### src/rtl/mult_share_ctrl.sv
// mult_share_ctrl
//   Lets two requesters share one combinational signed WIDTH x WIDTH multiplier.
//   One request is accepted at a time, with a round-robin choice between the two.
//   The operands are registered and held on the multiplier inputs for LATENCY
//   cycles, so the multiplier can be timed as a multicycle path. The block then
//   captures {product, ovr} and returns it on a tagged valid/ready response port.
//
// Ports
//   clk, reset                 rising-edge clock, synchronous active-high reset
//   req{0,1}_valid/ready/a/b   requester handshake and operands (ready is combinational)
//   mult_1, mult_2             registered operands driven to the multiplier
//   product, ovr               multiplier result and overflow flag
//   resp_valid/ready           response handshake
//   resp_id                    requester that owns the response
//   resp_product, resp_ovr     captured multiplier result
//   busy                       high while an operation is in flight or waiting to be taken
//
// LATENCY legal range: 1..15. The hold counter is 4 bits wide.

module mult_share_ctrl #(
   parameter int WIDTH   = 64,
   parameter int LATENCY = 2
) (
   input  logic               clk,
   input  logic               reset,
   input  logic               req0_valid,
   output logic               req0_ready,
   input  logic [WIDTH-1:0]   req0_a,
   input  logic [WIDTH-1:0]   req0_b,
   input  logic               req1_valid,
   output logic               req1_ready,
   input  logic [WIDTH-1:0]   req1_a,
   input  logic [WIDTH-1:0]   req1_b,
   output logic [WIDTH-1:0]   mult_1,
   output logic [WIDTH-1:0]   mult_2,
   input  logic [2*WIDTH-1:0] product,
   input  logic               ovr,
   output logic               resp_valid,
   input  logic               resp_ready,
   output logic               resp_id,
   output logic [2*WIDTH-1:0] resp_product,
   output logic               resp_ovr,
   output logic               busy
);

   localparam logic [1:0] ST_IDLE = 2'd0;
   localparam logic [1:0] ST_WAIT = 2'd1;
   localparam logic [1:0] ST_DONE = 2'd2;

   localparam logic [3:0] CNT_INIT = 4'(LATENCY - 1);

   logic [1:0]         state_q, state_d;
   logic [3:0]         cnt_q, cnt_d;
   logic               last_grant_q, last_grant_d;
   logic [WIDTH-1:0]   mult_1_q, mult_1_d;
   logic [WIDTH-1:0]   mult_2_q, mult_2_d;
   logic               resp_id_q, resp_id_d;
   logic [2*WIDTH-1:0] resp_product_q, resp_product_d;
   logic               resp_ovr_q, resp_ovr_d;

   logic               grant;   // 0 = requester 0, 1 = requester 1
   logic               accept;

   // Arbitration. A request is only offered in IDLE. On a tie, the requester
   // that did not win last time gets the grant. No state is kept for a
   // requester that loses and then drops valid.
   always_comb begin
      grant      = 1'b0;
      accept     = 1'b0;
      req0_ready = 1'b0;
      req1_ready = 1'b0;
      if (state_q == ST_IDLE) begin
         if (req0_valid && req1_valid) grant = ~last_grant_q;
         else                          grant = req1_valid;
         accept     = req0_valid | req1_valid;
         req0_ready = accept & ~grant;
         req1_ready = accept &  grant;
      end
   end

   always_comb begin
      state_d        = state_q;
      cnt_d          = cnt_q;
      last_grant_d   = last_grant_q;
      mult_1_d       = mult_1_q;
      mult_2_d       = mult_2_q;
      resp_id_d      = resp_id_q;
      resp_product_d = resp_product_q;
      resp_ovr_d     = resp_ovr_q;
      case (state_q)
         ST_IDLE: begin
            if (accept) begin
               mult_1_d     = grant ? req1_a : req0_a;
               mult_2_d     = grant ? req1_b : req0_b;
               resp_id_d    = grant;
               last_grant_d = grant;
               cnt_d        = CNT_INIT;
               state_d      = ST_WAIT;
            end
         end
         ST_WAIT: begin
            // The operands have been stable for LATENCY cycles once cnt reaches 0.
            if (cnt_q != 4'd0) begin
               cnt_d = cnt_q - 4'd1;
            end else begin
               resp_product_d = product;
               resp_ovr_d     = ovr;
               state_d        = ST_DONE;
            end
         end
         ST_DONE: begin
            if (resp_ready) state_d = ST_IDLE;
         end
         default: state_d = ST_IDLE;
      endcase
   end

   always_ff @(posedge clk) begin
      if (reset) begin
         state_q        <= ST_IDLE;
         cnt_q          <= 4'd0;
         last_grant_q   <= 1'b1;
         mult_1_q       <= '0;
         mult_2_q       <= '0;
         resp_id_q      <= 1'b0;
         resp_product_q <= '0;
         resp_ovr_q     <= 1'b0;
      end else begin
         state_q        <= state_d;
         cnt_q          <= cnt_d;
         last_grant_q   <= last_grant_d;
         mult_1_q       <= mult_1_d;
         mult_2_q       <= mult_2_d;
         resp_id_q      <= resp_id_d;
         resp_product_q <= resp_product_d;
         resp_ovr_q     <= resp_ovr_d;
      end
   end

   assign mult_1       = mult_1_q;
   assign mult_2       = mult_2_q;
   assign resp_id      = resp_id_q;
   assign resp_product = resp_product_q;
   assign resp_ovr     = resp_ovr_q;
   assign resp_valid   = (state_q == ST_DONE);
   assign busy         = (state_q != ST_IDLE);

endmodule

### config.mk
export PLATFORM = sky130hd
export DESIGN_NAME = mult_share_ctrl
export DESIGN_NICKNAME = d
export VERILOG_FILES = /design/src/rtl/mult_share_ctrl.sv
export SDC_FILE = /design/constraint.sdc
export NUM_CORES = 1
export LEC_CHECK = 0
export BUFFER_PORTS_ARGS = -buffer_cell sky130_fd_sc_hd__buf_2
export CAP_MARGIN = 20
export CORE_AREA = 2 2 253 255
export DETAILED_ROUTE_END_ITERATION = 10
export DIE_AREA = 0 0 255 257
export PLACE_DENSITY_LB_ADDON = 0.1
export SLEW_MARGIN = 20
export SYNTH_ARGS = -nofsm -noshare
export SYNTH_HDL_FRONTEND = slang
export SYNTH_SLANG_ARGS = --single-unit
### constraint.sdc
create_clock -name clk -period 2.74 [get_ports clk]
set_input_delay 0.274 -clock clk [delete_from_list [all_inputs] [get_ports clk]]
set_output_delay 0.274 -clock clk [all_outputs]
set_load 0.005 [all_outputs]
== Word-level counts from Yosys, hierarchy flattened ==
Cells that the tools add are included.
Storage, ports and cells
  word-level logic and storage cells: 45
  latch bits: 0
  output and inout port bits: 262
  ROM bits: 0
  bits in registers: 265
  bits in writable memories: 0
  memories: 0
Cells by class
  bitwise operators: 6
  equal/unequal tests: 6
  add/sub/neg operators: 1
  div/mod/pow operators: 0
  multiplexer cells: 15
  $mul: 0
  reduce and logical (&&, ||, !) cells: 9
  order comparisons: 0
  shifts and indexed selects: 0
Operator list (number)
  $mux 64: 2
  $mux 4: 2
  $pmux 4 s2: 1
  $mux 1: 6
  $mux 2: 3
  $ne 2x2->1 const B: 3
  $pmux 2 s3: 1
  $reduce_and 3->1: 2
  $reduce_and 2->1: 2
  $reduce_bool 2->1: 2
  $reduce_bool 4->1: 1
  $sub 4x1->4 const B: 1
  $not 1->1: 3
  $and 1x1->1: 2
  $eq 2x1->1 const B: 1
  $eq 2x2->1 const B: 1
  $logic_not 2->1: 1
  $ne 2x1->1 const B: 1
  $logic_and 1x1->1: 1
  $or 1x1->1: 1

== Logic depth before layout (Yosys ltp) ==
  depth in word-level cells: 6
  mapped depth: 8
  depth with buffers taken out: 5

== Worst setup path after synthesis ==
OpenSTA, ideal clock, no wires.
  path type: reg-to-reg
  start point: register cnt_q[0]
  end point: register cnt_q[1]
  cell stages (with the launch flop): 8
  path buffers: 2
  data arrival time: 1555 ps
  slack: 1118 ps
  cell sequence: dfxtp_1 > inv_1 > ha_1 > or3b_1 > buf_2 > buf_6 > a221o_1 > a21oi_2
On the way
  cells in the longest elaborated chain, start to end: 3
Ends and longest elaborated chain
  start, declared: RTL line 53  | logic [3:0] cnt_q, cnt_d;
  start signal, assigned: RTL line 130  | cnt_q <= cnt_d;
  $sub 4x1->4 / $reduce_bool 4->1 (equally long branches): RTL line 104, 103
  $mux 4 / $ne 2x2->1 (equally long branches)
  $pmux 4 s2 / $reduce_and 3->1 (equally long branches)
Parallel ways exist; a longest one is shown, timed or not. The select of a mux whose other input is x is not followed.
A chain may end at the register's enable or synchronous reset.

== Worst setup path in the final report ==
  start point: register last_grant_q
  end point: register mult_1_q[30] (netlist: mult_1[30])
On the way
  cells in the longest elaborated chain, start to end: 5
Ends and longest elaborated chain
  start, declared: RTL line 54  | logic last_grant_q, last_grant_d;
  start signal, assigned: RTL line 131  | last_grant_q <= last_grant_d;
  $not 1->1: RTL line 73  | if (req0_valid && req1_valid) grant = ~last_grant_q;
  $mux 1: RTL line 73
  $mux 1 (2 in a row): RTL line 72  | if (state_q == ST_IDLE) begin
  $mux 64: RTL line 93  | mult_1_d = grant ? req1_a : req0_a;
  end signal, assigned: RTL line 132  | mult_1_q <= mult_1_d;
  end, declared: RTL line 55  | logic [WIDTH-1:0] mult_1_q, mult_1_d;
No other way between the ends. The select of a mux whose other input is x is not followed.

==> impl_metrics.json <==
{
  "yosysSeqAreaShare_pct": 50.8,
  "first_pass_iters": 5,
  "core-area_mm2": 0.0627,
  "worstHoldStart": "req0_b[52]",
  "start_kind": "register",
  "design.die.area_mm2": 0.0655,
  "cts_tree": "built",
  "internal_power_w": 0.00864,
  "drv_cap": 0,
  "seqPwrFrac_pct": 36.8,
  "synth.area.top_cells": "dfxtp_1, mux2i_1, o2bb2ai_1, a21oi_1, o21ai_0",
  "numCtsBuffers": 36,
  "cts_root_buffer": "clkbuf_16",
  "rr_endpoint": "mult_1[30]",
  "grt_pass1_wl_mm": 73.1,
  "wirelength_mm": 50.8,
  "drt_iter0_markers": 467,
  "clock_latency_ns": 0.53,
  "p_total_w": 0.0123,
  "grt_setup_unrepaired": "no",
  "port_buffers": 651,
  "syn_inst": 1068,
  "clock_power_share_pct": 39.0,
  "cp-startpoint": "last_grant_q",
  "pwr-share-comb_pct": 24.2,
  "area_growth_pct": 72.7,
  "max_freq_mhz": 454,
  "max-vdd-ir-drop_mv": 0.313,
  "syn_area_mm2": 0.0105,
  "wl_per_cell_um": 18.4,
  "post-place-ws_ns": 0.804,
  "cts_num_sinks": 265,
  "first_global_vias": 11784,
  "grt-ovfl-total": 0,
  "synth_top_area_share_pct": 50.8,
  "syn-num-nets": 1460,
  "htree_num_levels": 2,
  "vias": 11496,
  "grt_max_degree": 129,
  "maxSlewViolCount": 0,
  "start_util_pct": 16.7,
  "hold_depth": 3,
  "gp_congestion": 0.755,
  "path_clk_slew_ns": 0.06,
  "floorplan.die.width_um": 255,
  "fin_setup_tns_ns": 0,
  "timing.rr.start": "last_grant_q",
  "dp_hpwl_mm": 36.2,
  "skew_ns": 0.0139,
  "die_y_um": 257,
  "timing.slew.headroom_pct": 38.5,
  "leakage_nw": 7.94,
  "critical_path_peak_fanout": 39,
  "min_period_ns": 2.20,
  "grt_antenna_before_repair": 24,
  "p_sw_share_pct": 29.8,
  "track_usage_pct": 14.7,
  "setup_viol": 0,
  "drive_above_1_share_pct": 38.5,
  "syn_avg_cell_area_um2": 9.79,
  "final_net_count": 2275,
  "critPathArrivalTime_ns": 2.61,
  "worstPathRequired_ns": 3.15,
  "critical_path_class": "reg2reg",
  "yosysWarnings": 0,
  "worstSetupEndpointType": "register",
  "io_pins": 652,
  "synth-seq-cells": 265,
  "drc": 0,
  "clock_path_buffers": 3,
  "rr_worst_depth": 6,
  "hold_class": "in2reg",
  "vias_per_cell": 4.17,
  "fin_cells": 2758,
  "drtAntennaViolNets": 0,
  "reg2reg_slack_ns": 0.54,
  "worst_slack_ns": 0.535,
  "num_rows": 92,
  "finalCritPeriodShare_pct": 80.5,
  "synth_top_area_cell": "dfxtp_1",
  "min_to": "mult_2[52]",
  "power_density_mw_per_mm2": 682,
  "outcome": "finished clean",
  "hold_viol": 0,
  "yosysUniqueCellTypes": 35,
  "hold_slack_ns": 0.0349,
  "power_switching_w": 0.00367,
  "dp.cells": 2469,
  "worst_pin_slew_ns": 0.923
}
[power by group through the flow]
stage / Combinational [W] / Clock (W) / Sequential, W
final: 0.00298 / 0.00480 / 0.00453
after global routing: 0.00328 / 0.00515 / 0.00459
after CTS: 0.00306 / 0.00501 / 0.00453
after global placement: 0.00279 / 0 / 0.00460
after detailed placement: 0.00276 / 0 / 0.00460
after floorplan: 0.00128 / 0 / 0.00465
[stage by stage]
stage	utilization, %	area [µm²]
2_1_floorplan	-	10500
3_3_place_gp	23.3	14600
3_5_place_dp	23.3	14600
4_1_cts	28.7	18000
5_1_grt	28.8	18000
6_report	28.8	18000
[routing by layer]
layer / vias to the layer above / track usage [%] / part of all wire, %
met3: 93 / 5.76 / 9.4
met5: - / 0 / 0.069
met4: 6 / 4.27 / 2.6
met1: 5369 / 15.4 / 38
met2: 432 / 26.7 / 50
li1: 5596 / - / -
[state kept, by name, indices dropped and copies added (netlist names)]
| register | flops |
|---|---|
| cnt_q | 4 |
| last_grant_q | 1 |
| mult_1 | 64 |
| mult_2 | 64 |
| resp_id | 1 |
| resp_ovr | 1 |
| resp_product | 128 |
| state_q | 2 |
[synthesized netlist by cell type, drive strengths merged]
library cell  number
a2111oi            1
a211oi             1
a21boi             1
a21o               1
a21oi            135
a221o              3
a22o               1
a31o               1
a31oi              1
and2               1
and3               2
buf               61
clkbuf            56
dfxtp            265
ha                 2
inv                6
mux2i            126
nand2              3
nand2b             1
nand3            129
nor2               3
nor2b              2
nor3               1
nor3b              2
o21ai            131
o2bb2ai          126
or2                1
or3                2
or3b               1
or4                2
[how the worst max path moves through the flow]
stage                       to  slack [ns]
finish              mult_1[30]        0.54
global placement    mult_2[36]        0.80
detailed placement  mult_2[33]        0.80
floorplan             cnt_q[1]        1.12
global route        req0_ready        0.32
CTS                 req0_ready        0.47
[cell families after synthesis]
group | count (synthesis) | synth area share (%)
compound gates | 402 | 24.2
fa+ha+maj | 2 | 0.239
buf+inv | 123 | 5.30
flops | 265 | 50.8
mux | 126 | 12.1
simple gates | 150 | 7.40
[critical path, cell delays in order, from the launching register on]
cell           delay [ns]
dfxtp_1              0.33
a21boi_4             0.20
buf_12               0.29
buf_4                0.34
mux2i_1              0.23
dlygate4sd3_1        0.59
o2bb2ai_1            0.06
[placed cells by master (no fill, tap or decap), types with 2 or more instances in the layout]
cell | synthesis | final
nand2_1 | 3 | 2
clkbuf_16 | 0 | 37
dlygate4sd3_1 | 0 | 222
or3_1 | 2 | 2
diode_2 | 0 | 7
clkinv_2 | 0 | 4
o21ai_0 | 131 | 131
buf_2 | 53 | 650
nand3_1 | 129 | 129
buf_4 | 1 | 8
dfxtp_1 | 265 | 265
clkbuf_8 | 0 | 3
mux2i_1 | 126 | 126
ha_1 | 2 | 2
inv_1 | 6 | 6
a221o_1 | 3 | 3
bufinv_16 | 0 | 5
or4_1 | 2 | 2
nor2_1 | 3 | 3
buf_12 | 0 | 14
and3_1 | 2 | 2
a21oi_1 | 133 | 133
o2bb2ai_1 | 126 | 126
clkbuf_1 | 56 | 10
[repair_timing]
action | 4_1_cts | 5_1_grt
setup endpoints to repair | 0 | 0
endpoints found under the hold margin | 179 | 0
setup buffers | 0 | 0
hold buffers | 222 | 0
resized for setup | 0 | 0
[area by class of cell]
class | count | area [µm²]
Tap cell | 846 | 1060
Sequential cell | 265 | 5310
Clock buffer | 50 | 1000
Timing Repair Buffer | 894 | 5820
Fill cell | 6783 | 44700
Multi-Input combinational cell | 680 | 4650
Inverter | 6 | 22.5
Clock inverter | 10 | 178
Antenna cell | 7 | 17.5
Power figures use the tool's default switching activity.
